File: config.mk
export PLATFORM = sky130hd
export DESIGN_NAME = sqrt_error_monitor
export DESIGN_NICKNAME = d
export VERILOG_FILES = /design/src/rtl/sqrt_error_monitor.sv
export SDC_FILE = /design/constraint.sdc
export NUM_CORES = 1
export LEC_CHECK = 0
export CAP_MARGIN = 20
export CORE_UTILIZATION = 37
export CTS_BUF_LIST = sky130_fd_sc_hd__clkbuf_8
export DETAILED_ROUTE_END_ITERATION = 16
export SETUP_SLACK_MARGIN = 0.2
export SLEW_MARGIN = 20
export SYNTH_ARGS = -nofsm -noshare
export SYNTH_HDL_FRONTEND = slang
export SYNTH_SLANG_ARGS = --single-unit
File: constraint.sdc
create_clock -name clk -period 6.8 [get_ports clk]
set_input_delay 2.04 -clock clk [delete_from_list [all_inputs] [get_ports clk]]
set_output_delay 2.04 -clock clk [all_outputs]
set_load 0.05 [all_outputs]
File: src/rtl/sqrt_error_monitor.sv
// rtl/sqrt_error_monitor.sv - exhaustive radicand sweep with ER/NMED/EDmax raw counters
// Reference root is tracked incrementally: s = floor(sqrt(R_out)), nsq = (s+1)^2.
module sqrt_error_monitor #(
    parameter int DUT_LAT = 0
) (
    input  logic        clk,
    input  logic        rst,
    input  logic        start,
    output logic [15:0] R_out,
    input  logic [7:0]  q_in,
    output logic        busy,
    output logic        done,
    output logic [16:0] error_count,
    output logic [23:0] ed_sum,
    output logic [7:0]  ed_max
);
    typedef enum logic [1:0] {S_IDLE, S_SWEEP, S_DRAIN, S_DONE} state_t;

    state_t      r_state;
    state_t      w_next;
    logic [16:0] r_idx;
    logic [15:0] r_rout;
    logic        r_rvalid;
    logic [7:0]  r_s;
    logic [16:0] r_nsq;
    logic        r_busy;
    logic [16:0] r_err;
    logic [23:0] r_sum;
    logic [7:0]  r_max;
    logic        w_accept;
    logic        w_busy_next;
    logic        w_done;
    logic        w_hit;
    logic [7:0]  w_ref;
    logic [7:0]  w_ref_d;
    logic        w_valid_d;
    logic [7:0]  w_ed;

    assign w_accept = start && (r_state == S_IDLE || r_state == S_DONE);
    assign w_hit    = ({1'b0, r_rout} == r_nsq);
    assign w_ref    = w_hit ? r_s + 8'd1 : r_s;

    always_ff @(posedge clk) begin
        if (rst) begin
            r_state <= S_IDLE;
        end else begin
            r_state <= w_next;
        end
    end

    always_comb begin
        w_next = r_state;
        case (r_state)
            S_IDLE, S_DONE: if (start) w_next = S_SWEEP;
            S_SWEEP:        if (r_idx == 17'd65535) w_next = S_DRAIN;
            S_DRAIN:        if (r_idx == 17'(DUT_LAT)) w_next = S_DONE;
            default:        w_next = S_IDLE;
        endcase
    end

    // busy is registered so it rises one edge after the start edge, aligned with R_out = 0
    always_comb begin
        w_done      = (r_state == S_DONE);
        w_busy_next = (r_state == S_SWEEP) || (r_state == S_DRAIN && w_next == S_DRAIN);
    end

    always_ff @(posedge clk) begin
        if (rst) begin
            r_idx    <= '0;
            r_rout   <= '0;
            r_rvalid <= 1'b0;
            r_s      <= '0;
            r_nsq    <= 17'd1;
            r_busy   <= 1'b0;
            r_err    <= '0;
            r_sum    <= '0;
            r_max    <= '0;
        end else begin
            r_busy <= w_busy_next;
            if (w_accept) begin
                r_idx    <= '0;
                r_rout   <= '0;
                r_rvalid <= 1'b0;
                r_s      <= '0;
                r_nsq    <= 17'd1;
                r_err    <= '0;
                r_sum    <= '0;
                r_max    <= '0;
            end else begin
                case (r_state)
                    S_SWEEP: begin
                        r_rout   <= r_idx[15:0];
                        r_rvalid <= 1'b1;
                        r_idx    <= (r_idx == 17'd65535) ? 17'd0 : r_idx + 17'd1;
                    end
                    S_DRAIN: begin
                        r_rvalid <= 1'b0;
                        r_idx    <= r_idx + 17'd1;
                    end
                    default: r_rvalid <= 1'b0;
                endcase
                if (r_rvalid && w_hit) begin
                    r_s   <= r_s + 8'd1;
                    r_nsq <= r_nsq + {8'd0, r_s, 1'b0} + 17'd3;
                end
                if (w_valid_d) begin
                    r_err <= r_err + 17'(w_ed != 8'd0);
                    r_sum <= r_sum + {16'd0, w_ed};
                    if (w_ed > r_max) r_max <= w_ed;
                end
            end
        end
    end

    generate
        if (DUT_LAT == 0) begin : g_nodelay
            assign w_ref_d   = w_ref;
            assign w_valid_d = r_rvalid;
        end else begin : g_delay
            logic [7:0]         r_dl_ref [DUT_LAT];
            logic [DUT_LAT-1:0] r_dl_valid;

            always_ff @(posedge clk) begin
                if (rst || w_accept) begin
                    r_dl_valid <= '0;
                end else begin
                    r_dl_valid[0] <= r_rvalid;
                    for (int i = 1; i < DUT_LAT; i++) r_dl_valid[i] <= r_dl_valid[i-1];
                end
                r_dl_ref[0] <= w_ref;
                for (int i = 1; i < DUT_LAT; i++) r_dl_ref[i] <= r_dl_ref[i-1];
            end

            assign w_ref_d   = r_dl_ref[DUT_LAT-1];
            assign w_valid_d = r_dl_valid[DUT_LAT-1];
        end
    endgenerate

    assign w_ed = (w_ref_d >= q_in) ? w_ref_d - q_in : q_in - w_ref_d;

    assign R_out       = r_rout;
    assign busy        = r_busy;
    assign done        = w_done;
    assign error_count = r_err;
    assign ed_sum      = r_sum;
    assign ed_max      = r_max;
endmodule

==> impl_metrics.tcl <==
set metrics [dict create \
    synth_nets 851 \
    leakage_nw 3.12 \
    async_flop_share 0 \
    syn-mean-instance-area_um2 8.49 \
    final.min_clock_period_ps 6320 \
    ctsHoldBuffers 0 \
    worst_slack_ps 477 \
    drt-initial-drc-count 304 \
    place_ws_ps -21.1 \
    synth_adder_area_share 0.113 \
    critPathLaunchType "primary input" \
    clk-insertion-delay-late_ps 390 \
    yosys.area_share.simple 0.202 \
    synth_cell_types 68 \
    hold_depth 2 \
    critical_path_class "in -> reg" \
    die_w_um 136 \
    nets 928 \
    yosysSeqAreaShare 0.335 \
    cts_setup_buffers 0 \
    fin_hold_ws_ps 458 \
    fin_tns_setup_ps 0 \
    synth_seq_cells 111 \
    dr.pass1.iters 6 \
    htreeDepth 3 \
    slew_violations 0 \
    rr_worst_depth 24 \
    comb_power_share 0.280 \
    cts.sinks 111 \
    vias 5479 \
    dp_hpwl_mm 11.7 \
    grt_max_degree 57 \
    drc_errors 0 \
    crit_path_max_incr_delay_ps 480 \
    cts_tree "done" \
    crit_fanout 5 \
    synthFlopType "dfxtp_1" \
    grt_pass1_wl_mm 25.6 \
    slowest_stage "clkdlybuf4s50_1" \
    wl_per_cell_um 14.3 \
    cp_data_required_time_ps 7060 \
    skew_ps 15.5 \
    root_buffer "clkbuf_8" \
    worst_pin_slew_ps 1030 \
    ios 78 \
    hold_viol 0 \
    path_clk_slew_ps 110 \
    startpoint "q_in[2]" \
    num_rows 48 \
    grt-ovfl-total 0 \
    slew_headroom 0.317 \
    intPower_w 0.00101 \
    p_switching_w 0.000553 \
    drive_gt1_frac 0.0602 \
    first_global_vias 5077 \
    rsz0062_at_grt "false" \
    arrival_ps 6580 \
    ant_nets 0 \
    cp_cell_sequence "clkdlybuf4s50_1, inv_1, ha_1, and4_1, o31a_1, nor2_1, mux2_1, or3b_1, a31o_1, xnor2_2, inv_1, ha_1, a21o_1, a21o_1, a211o_1, a21oi_2, nand2_2, o21ai_4, mux2i_1, nor2_1" \
    area_growth_syn_to_layout_pct 19.7 \
    synth-edff-count 0 \
    synth_top_area_frac 0.335 \
    finalSetupViolCount 0 \
    antenna_found_initial 0 \
    antenna-diode-count 0 \
    total_power_w 0.00156 \
    reg2reg_from "r_nsq[14]$_SDFFE_PP0P_" \
    sw_frac_of_total 0.354 \
    place_congestion 0.897 \
    start_util 0.381 \
    clockBufferDepth 2 \
    crit_path_end "ed_max[0]$_SDFFE_PP0P_" \
    synth_area_um2 6640 \
    via_per_inst 5.03 \
    synth_compound_area_frac 0.134 \
    port_buffers 77 \
    r2r_setup_slack_ps 710 \
    core_region_area_um2 17400 \
    synth_xor_area_frac 0.119 \
    numCtsBuffers 9 \
    drt_wl_total_mm 15.5 \
    status "complete, no violations" \
    seqPwrFrac 0.446 \
    synth_top_family_by_area "simple AND/OR/NAND/NOR gates" \
    fin_crit_sh 0.930 \
    synthCells 782 \
    synth_area_leaders "dfxtp_1, ha_1, xor2_1, nor2_1, xnor2_1" \
    synth_area_leader_cell "dfxtp_1" \
    synthMuxAreaShare 0.0520 \
    pwr-share-clk 0.274 \
    drv_cap 0 \
    clock.fmax_mhz 158 \
    cellPowerDensity_nw_per_um2 197 \
    r2r-end "ed_max[0]$_SDFFE_PP0P_" \
    die_h_um 136 \
    die_area_um2 18500 \
    ys_warn_count 0 \
    crit_path_end_kind "flip-flop" \
    hold_path_class "reg -> reg" \
    grt_usage 0.174 \
    ir_drop_v 0.000174 \
    n_fill_cell 1758 \
]
[cell type report]
cell class	count	area [um2]	area share
clock buffers	9	124	0.0156
clock inverters	7	86.3	0.0109
inverters	53	199	0.0250
multi-input cells	593	4150	0.523
flip-flops and latches	111	2220	0.280
well taps	225	282	0.0354
repair buffers	91	878	0.111
[power by group through the flow]
stage,Clock [W],Combinational [W],Sequential [W]
after global placement,0,0.000431,0.000711
after CTS,0.000444,0.000432,0.000696
after global routing,0.000465,0.000483,0.000700
final,0.000428,0.000438,0.000696
after floorplan,0,0.000286,0.000741
after detailed placement,0,0.000430,0.000711
[cells in the final DEF, fill, tap and decap left out, types with 9 or more instances in the layout]
master           instances
or3_1                   16
nand2_1                 53
inv_1                   53
nor2_1                 108
o21ai_1                 20
clkdlybuf4s50_1         76
buf_4                   14
mux2i_1                 30
a21oi_1                 43
dfxtp_1                111
and3_1                  12
nor3_1                  11
nand3_1                 30
ha_1                    54
o21ai_0                 10
xor2_1                  53
a21o_1                  10
xnor2_1                 35
clkbuf_8                 9
[per-layer routing]
metal  vias to the layer above  part of all wire  GRT usage
met5                         -                 0          0
met4                         0             0.010     0.0383
met3                        12             0.038     0.0324
met2                        87              0.44      0.276
met1                      2530              0.51      0.244
li1                       2850                 -          -
[critical path: cells and delay by family]
kind / cells / cell delay (ps)
xor+xnor: 1 / 170
compound gates: 7 / 1510
mux: 2 / 590
fa+ha+maj: 2 / 650
simple gates: 5 / 980
buf+inv: 3 / 640
[synthesized netlist by cell type, types with 3 or more instances]
cell type	n
o21ai_1	20
a21oi_1	44
a211oi_1	3
o31a_1	3
a31oi_1	4
nor4_1	7
and4_1	4
inv_1	53
ha_1	55
o21a_1	3
nor3_1	11
nand3_1	30
clkbuf_1	21
mux2i_1	30
xor2_1	53
nand4_1	7
and3_1	12
a21o_1	11
and2_1	3
nor2_1	108
dfxtp_1	111
nor2b_1	5
nand2_1	54
o211ai_1	5
o21ai_0	10
nand2b_1	4
or3_1	16
buf_1	3
a211o_1	3
xnor2_1	35
nand3b_1	4
fa_1	3
[stage by stage]
stage          utilization  cell area [um2]  std cells
6_report             0.456             7940       1089
3_5_place_dp         0.442             7690       1072
4_1_cts              0.454             7900       1088
5_1_grt              0.456             7940       1089
3_3_place_gp         0.442             7690       1072
2_1_floorplan            -             6640        782
[timing repair]
action                                 in CTS  in global routing
setup endpoints to repair                   0                 16
resized for setup                           0                  5
endpoints found under the hold margin       0                  0
[worst min path at each step]
stage | startpoint | end
global route | r_nsq[16]$_SDFFE_PP0P_ | r_nsq[16]$_SDFFE_PP0P_
finish | r_nsq[16]$_SDFFE_PP0P_ | r_nsq[16]$_SDFFE_PP0P_
floorplan | r_nsq[16]$_SDFFE_PP0P_ | r_nsq[16]$_SDFFE_PP0P_
global placement | r_nsq[16]$_SDFFE_PP0P_ | r_nsq[16]$_SDFFE_PP0P_
CTS | r_nsq[16]$_SDFFE_PP0P_ | r_nsq[16]$_SDFFE_PP0P_
detailed placement | r_nsq[16]$_SDFFE_PP0P_ | r_nsq[16]$_SDFFE_PP0P_
[logic make-up after synthesis]
kind of cell / after synthesis
XOR/XNOR: 89
AND/OR/NAND/NOR: 280
adder cells (fa/ha/maj): 58
buffers and inverters: 79
flip-flops: 111
multiplexers: 34
AO/OA/AOI/OAI: 131
[sequential cells by signal (all words and copies together), names as in the netlist]
name,cells
busy,1
r_state,2
ed_sum,24
r_nsq,17
r_idx,17
ed_max,8
R_out,16
r_rvalid,1
error_count,17
r_s,8
No activity file was read; power rests on OpenSTA's default activity.
